--- src/rtl/iec_sd_arbiter_if.sv ---
// rtl/iec_sd_arbiter_if.sv - signal bundle between iec_drive instances, the arbiter and the host SD port
// Purpose : groups the per-drive request lanes and the shared host SD request port
// Ports   :
//   drv_lba, drv_sz, drv_rd, drv_wr, drv_buff_din  - per-drive request side, drive i at slice i
//   drv_ack, drv_buff_wr                           - per-drive acknowledge / gated buffer write
//   sd_lba, sd_sz, sd_rd, sd_wr, sd_buff_din       - host request side
//   sd_ack, sd_buff_wr                             - host acknowledge / buffer write strobe
//   busy, grant                                    - arbiter status, grant valid while busy
//   modport slave  : arbiter view
//   modport master : environment view (drives and host)
interface iec_sd_arbiter_if #(
   parameter int NDRV = 2
);
   logic [NDRV*32-1:0] drv_lba;
   logic [NDRV*6-1:0]  drv_sz;
   logic [NDRV-1:0]    drv_rd;
   logic [NDRV-1:0]    drv_wr;
   logic [NDRV*8-1:0]  drv_buff_din;
   logic [NDRV-1:0]    drv_ack;
   logic [NDRV-1:0]    drv_buff_wr;

   logic [31:0]        sd_lba;
   logic [5:0]         sd_sz;
   logic               sd_rd;
   logic               sd_wr;
   logic               sd_ack;
   logic               sd_buff_wr;
   logic [7:0]         sd_buff_din;

   logic               busy;
   logic [1:0]         grant;

   modport slave (
      input  drv_lba, drv_sz, drv_rd, drv_wr, drv_buff_din, sd_ack, sd_buff_wr,
      output drv_ack, drv_buff_wr, sd_lba, sd_sz, sd_rd, sd_wr, sd_buff_din, busy, grant
   );

   modport master (
      output drv_lba, drv_sz, drv_rd, drv_wr, drv_buff_din, sd_ack, sd_buff_wr,
      input  drv_ack, drv_buff_wr, sd_lba, sd_sz, sd_rd, sd_wr, sd_buff_din, busy, grant
   );
endinterface

--- src/rtl/iec_sd_arbiter.sv ---
// rtl/iec_sd_arbiter.sv - round-robin arbiter sharing one host SD port among NDRV iec_drive instances
// Purpose : grants the host SD port to one drive at a time, latches its request, gates the
//           host buffer write strobe and acknowledge back to the granted drive only
// Ports   :
//   clk_sys - sole clock, rising edge
//   reset   - synchronous active-high reset
//   bus     - iec_sd_arbiter_if.slave (per-drive lanes, host SD port, busy/grant status)
module iec_sd_arbiter #(
   parameter int NDRV = 2
) (
   input  logic            clk_sys,
   input  logic            reset,
   iec_sd_arbiter_if.slave bus
);

   typedef enum logic [3:0] {
      S_IDLE = 4'b0001,
      S_REQ  = 4'b0010,
      S_XFER = 4'b0100,
      S_DONE = 4'b1000
   } state_t;

   state_t      r_state;
   state_t      w_next;
   logic [1:0]  r_last;
   logic [1:0]  r_grant;
   logic [31:0] r_lba;
   logic [5:0]  r_sz;
   logic        r_op_rd;
   logic        r_op_wr;

   logic        w_found;
   logic [1:0]  w_sel;
   logic        w_sel_rd;
   logic [31:0] w_sel_lba;
   logic [5:0]  w_sel_sz;
   logic        w_grant_now;

   // Round-robin search: candidate k is drive (last+1+k) mod NDRV, lowest k with a request wins.
   always_comb begin : rr_pick
      int t;
      t       = 0;
      w_found = 1'b0;
      w_sel   = 2'd0;
      for (int k = 0; k < NDRV; k++) begin
         t = int'(r_last) + 1 + k;
         if (t >= NDRV) t = t - NDRV;
         for (int i = 0; i < NDRV; i++) begin
            if (!w_found && (i == t) && (bus.drv_rd[i] || bus.drv_wr[i])) begin
               w_found = 1'b1;
               w_sel   = 2'(i);
            end
         end
      end
   end

   always_comb begin : sel_mux
      w_sel_rd  = 1'b0;
      w_sel_lba = '0;
      w_sel_sz  = '0;
      for (int i = 0; i < NDRV; i++) begin
         if (w_sel == 2'(i)) begin
            w_sel_rd  = bus.drv_rd[i];
            w_sel_lba = bus.drv_lba[i*32 +: 32];
            w_sel_sz  = bus.drv_sz[i*6 +: 6];
         end
      end
   end

   // Host ack must be low before a new grant, so a transfer cut short by reset drains first.
   assign w_grant_now = (r_state == S_IDLE) && w_found && !bus.sd_ack;

   always_ff @(posedge clk_sys) begin : state_reg
      if (reset) r_state <= S_IDLE;
      else       r_state <= w_next;
   end

   always_comb begin : next_state
      w_next = r_state;
      case (r_state)
         S_IDLE:  if (w_grant_now) w_next = S_REQ;
         S_REQ:   if (bus.sd_ack)  w_next = S_XFER;
         S_XFER:  if (!bus.sd_ack) w_next = S_DONE;
         S_DONE:  w_next = S_IDLE;
         default: w_next = S_IDLE;
      endcase
   end

   // Request is frozen at grant; a read wins over a simultaneous write from the same drive,
   // leaving the write level pending for a later round.
   always_ff @(posedge clk_sys) begin : grant_latch
      if (reset) begin
         r_last  <= 2'(NDRV-1);
         r_grant <= 2'd0;
         r_lba   <= '0;
         r_sz    <= '0;
         r_op_rd <= 1'b0;
         r_op_wr <= 1'b0;
      end else if (w_grant_now) begin
         r_last  <= w_sel;
         r_grant <= w_sel;
         r_lba   <= w_sel_lba;
         r_sz    <= w_sel_sz;
         r_op_rd <= w_sel_rd;
         r_op_wr <= !w_sel_rd;
      end
   end

   // drv_ack is decoded from the registered state, giving the one-cycle lag behind sd_ack.
   always_comb begin : outputs
      bus.busy        = (r_state != S_IDLE);
      bus.sd_rd       = (r_state == S_REQ) && r_op_rd;
      bus.sd_wr       = (r_state == S_REQ) && r_op_wr;
      bus.sd_lba      = r_lba;
      bus.sd_sz       = r_sz;
      bus.grant       = r_grant;
      bus.drv_ack     = '0;
      bus.drv_buff_wr = '0;
      bus.sd_buff_din = '0;
      for (int i = 0; i < NDRV; i++) begin
         if (r_grant == 2'(i)) begin
            bus.sd_buff_din = bus.drv_buff_din[i*8 +: 8];
            if (r_state == S_XFER) begin
               bus.drv_ack[i]     = 1'b1;
               bus.drv_buff_wr[i] = bus.sd_buff_wr;
            end
         end
      end
   end

endmodule

--- src/flat_wrapper.sv ---
// flat-port wrapper written by rule: the top's interface ports become plain ports
module iec_sd_arbiter_flat 
#(
   parameter int NDRV = 2
)
  (clk_sys, reset, bus_drv_lba, bus_drv_sz, bus_drv_rd, bus_drv_wr, bus_drv_buff_din, bus_sd_ack, bus_sd_buff_wr, bus_drv_ack, bus_drv_buff_wr, bus_sd_lba, bus_sd_sz, bus_sd_rd, bus_sd_wr, bus_sd_buff_din, bus_busy, bus_grant);
  iec_sd_arbiter_if #(.NDRV(NDRV)) bus_i ();
  input  logic clk_sys;
  input  logic reset;
  input wire logic [$bits(bus_i.drv_lba)-1:0] bus_drv_lba;
  input wire logic [$bits(bus_i.drv_sz)-1:0] bus_drv_sz;
  input wire logic [$bits(bus_i.drv_rd)-1:0] bus_drv_rd;
  input wire logic [$bits(bus_i.drv_wr)-1:0] bus_drv_wr;
  input wire logic [$bits(bus_i.drv_buff_din)-1:0] bus_drv_buff_din;
  input wire logic [$bits(bus_i.sd_ack)-1:0] bus_sd_ack;
  input wire logic [$bits(bus_i.sd_buff_wr)-1:0] bus_sd_buff_wr;
  output wire logic [$bits(bus_i.drv_ack)-1:0] bus_drv_ack;
  output wire logic [$bits(bus_i.drv_buff_wr)-1:0] bus_drv_buff_wr;
  output wire logic [$bits(bus_i.sd_lba)-1:0] bus_sd_lba;
  output wire logic [$bits(bus_i.sd_sz)-1:0] bus_sd_sz;
  output wire logic [$bits(bus_i.sd_rd)-1:0] bus_sd_rd;
  output wire logic [$bits(bus_i.sd_wr)-1:0] bus_sd_wr;
  output wire logic [$bits(bus_i.sd_buff_din)-1:0] bus_sd_buff_din;
  output wire logic [$bits(bus_i.busy)-1:0] bus_busy;
  output wire logic [$bits(bus_i.grant)-1:0] bus_grant;
  assign bus_i.drv_lba = bus_drv_lba;
  assign bus_i.drv_sz = bus_drv_sz;
  assign bus_i.drv_rd = bus_drv_rd;
  assign bus_i.drv_wr = bus_drv_wr;
  assign bus_i.drv_buff_din = bus_drv_buff_din;
  assign bus_i.sd_ack = bus_sd_ack;
  assign bus_i.sd_buff_wr = bus_sd_buff_wr;
  assign bus_drv_ack = bus_i.drv_ack;
  assign bus_drv_buff_wr = bus_i.drv_buff_wr;
  assign bus_sd_lba = bus_i.sd_lba;
  assign bus_sd_sz = bus_i.sd_sz;
  assign bus_sd_rd = bus_i.sd_rd;
  assign bus_sd_wr = bus_i.sd_wr;
  assign bus_sd_buff_din = bus_i.sd_buff_din;
  assign bus_busy = bus_i.busy;
  assign bus_grant = bus_i.grant;
  iec_sd_arbiter #(.NDRV(NDRV)) u_core (.clk_sys(clk_sys), .reset(reset), .bus(bus_i));
endmodule
--- config.mk ---
export PLATFORM = sky130hd
export DESIGN_NAME = iec_sd_arbiter_flat
export DESIGN_NICKNAME = d
export VERILOG_FILES = /design/src/rtl/iec_sd_arbiter_if.sv /design/src/rtl/iec_sd_arbiter.sv /design/src/flat_wrapper.sv
export SDC_FILE = /design/constraint.sdc
export NUM_CORES = 1
export LEC_CHECK = 0
export BUFFER_PORTS_ARGS = -buffer_cell sky130_fd_sc_hd__buf_2
export CORE_MARGIN = 2
export CORE_UTILIZATION = 42
export DETAILED_ROUTE_END_ITERATION = 10
export GPL_TIMING_DRIVEN = 0
export PLACE_DENSITY_LB_ADDON = 0.15
export REMOVE_ABC_BUFFERS = 1
export SYNTH_ARGS = -nofsm -noshare
export SYNTH_HDL_FRONTEND = slang
export SYNTH_SLANG_ARGS = --single-unit
--- constraint.sdc ---
create_clock -name clk_sys -period 1.8 [get_ports clk_sys]
set_input_delay 0.36 -clock clk_sys [delete_from_list [all_inputs] [get_ports clk_sys]]
set_output_delay 0.36 -clock clk_sys [all_outputs]
set_load 0.02 [all_outputs]
==> results by group <==
Status
  • Outcome: finished clean

STA
  • Final Hold Vio Count: 0
  • Slew HR: between 30 and 40%
  • Worst Setup Slack, final: 0.0139 ns
  • Final Max Tran Viols: 0
  • Fmax: 560 MHz
  • Actual slew at the worst max-slew pin: 0.993 ns
  • Layout Skew: 0.00589 ns
  • RSZ-0062 raised after global routing: true
  • Final period util: 99.2%
  • Fin crit period: 1.79 ns
  • Final setup viols: 0
  • Post-route setup TNS: 0 ns

Floorplanning
  • Die area: about 6000 um2
  • Core box area: between 5000 and 6000 um2
  • # rows: 26
  • IO Pins: 155
  • Initial Util: 44.1%
  • Die span in y: about 78 um
  • Horiz. Die Dim: 77.7 um

Detailed routing
  • DRT iter0 DRCs: 74
  • DRC viols: 0
  • Drt first pass iters: 4
  • Routed vias: 2230
  • Total wire length: 5940 um
  • Highest metal used: met4
  • Final ANT Viol Nets: 0
  • Average wire per standard cell: 13.0 um
  • Vias per std cell: 4.90
  • Met3 routed WL: between 400 and 500 um
  • DR WL met2: 2920 um
  • Met1 wire length: roughly 2500 um

Global route
  • GRT Util Overall: 19.5%
  • Number of global-route vias before repair: around 2200
  • Initial antenna violation count: 0
  • Congestion Overflow GR: 0
  • First-pass GRT wire length: 9610 um
  • Largest net degree at the start of global routing: 43

Pwr
  • Sequential share of power: 41.3%
  • Psw: 1.00 mW
  • Maximum VDD drop: 0.000456 V
  • Pwr/cell area: 857 nW/um2
  • Comb power frac: 38.2%
  • P_leak: 1.78 nW
  • P_int: 1.94 mW
  • Clock network fraction of design power: 20.5%
  • Sw Ratio: 34.0%

Placement
  • Place WS: -0.549 ns
  • Routability cong.: a little over 0.7
  • IO Port Bufs: approximately 150
  • Post-DP HPWL: 4300 um

Clocking
  • Num CTS Buffers: 5
  • H-tree Lvls: 2
  • Clk sinks: 46
  • CTS root buffer: clkbuf_8
  • Max Buffers Root-to-Sink: 2
  • Clk pin slew, worst setup/hold paths: 0.09 ns
  • CTS tree: yes
  • CTS Hold Bufs: 0
  • Clock latency on the worst-skew pair: 0.29 ns

Worst setup path
  • Critical path buffer and inverter count: 3
  • Worst Setup End Kind: register
  • CP delay by family, top: simple AND/OR/NAND/NOR gates
  • CP most frequent cell: buf_12
  • Kind of critical path: reg -> reg
  • Critical path arrival: 1.92 ns
  • Crit path max-delay cell type: or4b_4
  • Max incr delay on CP: 0.55 ns
  • Startpoint Class: register
  • Data required time of the worst path: 1.93 ns
  • Max FO, Critical Path: 8
  • Sequence of cells on the critical path: or4b_4 > nor3_4 > buf_12 > buf_12 > clkbuf_16 > a211oi_1

Synth
  • Average size of a mapped cell: approximately 9.9 um2
  • Compound-Gate Fraction of Synth Area: between 20% and 30%
  • Simple-Gate Fraction of Synth Area: between 10% and 20%
  • Top cells by area, synth: dfxtp_1 (40%), mux2i_1 (17%), a211oi_2 (9.9%)
  • Mux cell area share after synthesis: ~21%
  • Syn. warnings: 0
  • Largest family of logic cells by synthesized area: multiplexers
  • Cell count after synthesis: 231
  • Yosys cell types: 31
  • Synth area leader: dfxtp_1
  • FF+latch count, synth: 46
  • Post-Syn Area: approximately 2300 um2
  • Xor-xnor portion of the synthesized cell area: 0.384%
  • Sequential area share after synthesis: 40.4%
  • Top cell type's share of synthesized area: 40.4%
  • Synth Area in Adders: 0%

Layout
  • Register Area: between 900 and 1000 um2
  • Multi-input logic area: 1290 um2
  • Area growth syn-to-layout: 50.7%
  • Ratio of cells with drive above 1 in the final layout: 56.4%
  • Commonest non-fill, non-tap cell in the layout: buf_2
  • Most frequent cells in the layout: buf_2 (152), dfxtp_1 (41), nor2_1 (40)
  • # diodes: 0
  • Fillers: roughly 440
  • Fin nets: just under 500

Worst hold path
  • Min-delay worst type: in -> reg

Job
  • Maxcap violations: 0
registers in the layout (all words and copies together) (netlist names):
| signal | cells |
|---|---|
| u_core.r_last | 1 |
| u_core.bus.sd_lba | 32 |
| u_core.r_op_rd | 1 |
| u_core.r_state | 4 |
| u_core.bus.grant | 1 |
| u_core.r_op_wr | 1 |
| u_core.bus.sd_sz | 6 |
power by group through the flow:
stage	clock network, mW	logic (mW)	registers, mW
after global routing	0.654	1.22	1.24
after global placement	0	0.970	1.23
after detailed placement	0	1.01	1.24
final	0.604	1.13	1.22
after floorplan	0	0.502	1.37
after CTS	0.624	1.13	1.22
per-layer routing:
layer  vias to the layer above  GRT usage, %
li1                       1137             -
met1                      1004          22.1
met3                         6          6.63
met2                        83          34.7
met5                         -             0
met4                         0          5.54
through the flow:
stage | power (mW) | std cells | utilization (%) | area, um2 | hold WS, ns
global route | 3.11 | 455 | 66.5 | 3440 | 0.399
detailed placement | 2.25 | 438 | 60.7 | 3140 | 0.465
floorplan | 1.88 | 211 | - | 2170 | 0.425
finish | 2.95 | 455 | 66.5 | 3440 | 0.394
CTS | 2.97 | 454 | 65.7 | 3400 | 0.375
global placement | 2.20 | 434 | 58.4 | 3020 | 0.460
repair_timing:
| action | CTS | global route |
|---|---|---|
| setup endpoints to repair | 54 | 43 |
| gates resized for setup | 13 | 12 |
| setup buffers | 7 | 1 |
| pin swaps | 6 | 5 |
| gates cloned | 2 | 1 |
final timing paths:
check                           depth (start not counted)  slack (ns)         startpoint                  end
worst min-delay path                                    2        0.39         bus_sd_ack    u_core.r_state[2]
worst max-delay path                                    6        0.01  u_core.r_state[2]  u_core.bus.sd_sz[2]
worst max register to register                          6        0.01  u_core.r_state[2]  u_core.bus.sd_sz[2]
worst min register to register                          2        0.47     u_core.r_op_rd       u_core.r_op_rd
cell families after synthesis:
logic type      count (synthesis)
flops                          46
mux                            46
compound gates                 52
simple gates                   61
buf+inv                        24
xor+xnor                        1
other cells                     1
synth_stat cells:
cell type  number
a211o_1         1
a211oi_1       20
a211oi_2       18
a21oi_1         4
and2_1          2
and3_1          5
buf_1           1
buf_2           4
buf_4           5
buf_6           2
clkbuf_1        8
conb_1          1
dfxtp_1        46
inv_1           4
mux2_2          8
mux2i_1        38
nand2b_1        3
nand3_1         1
nor2_1         44
nor2b_1         1
nor3_2          1
nor4_1          1
nor4b_1         1
o211a_1         2
o211ai_1        2
o21ai_0         3
o21ai_1         1
o311ai_0        1
or2_2           1
or4b_1          1
xnor2_1         1
final cells by class:
| type | instances | share of cell area, % |
|---|---|---|
| multi-input cells | 161 | 37.6 |
| inverters | 4 | 0.437 |
| clock inverters | 1 | 0.218 |
| clock buffers | 6 | 2.11 |
| well taps | 70 | 2.55 |
| flip-flops and latches | 46 | 27.2 |
| repair buffers | 167 | 29.9 |
(Power assumes the default switching activity.)
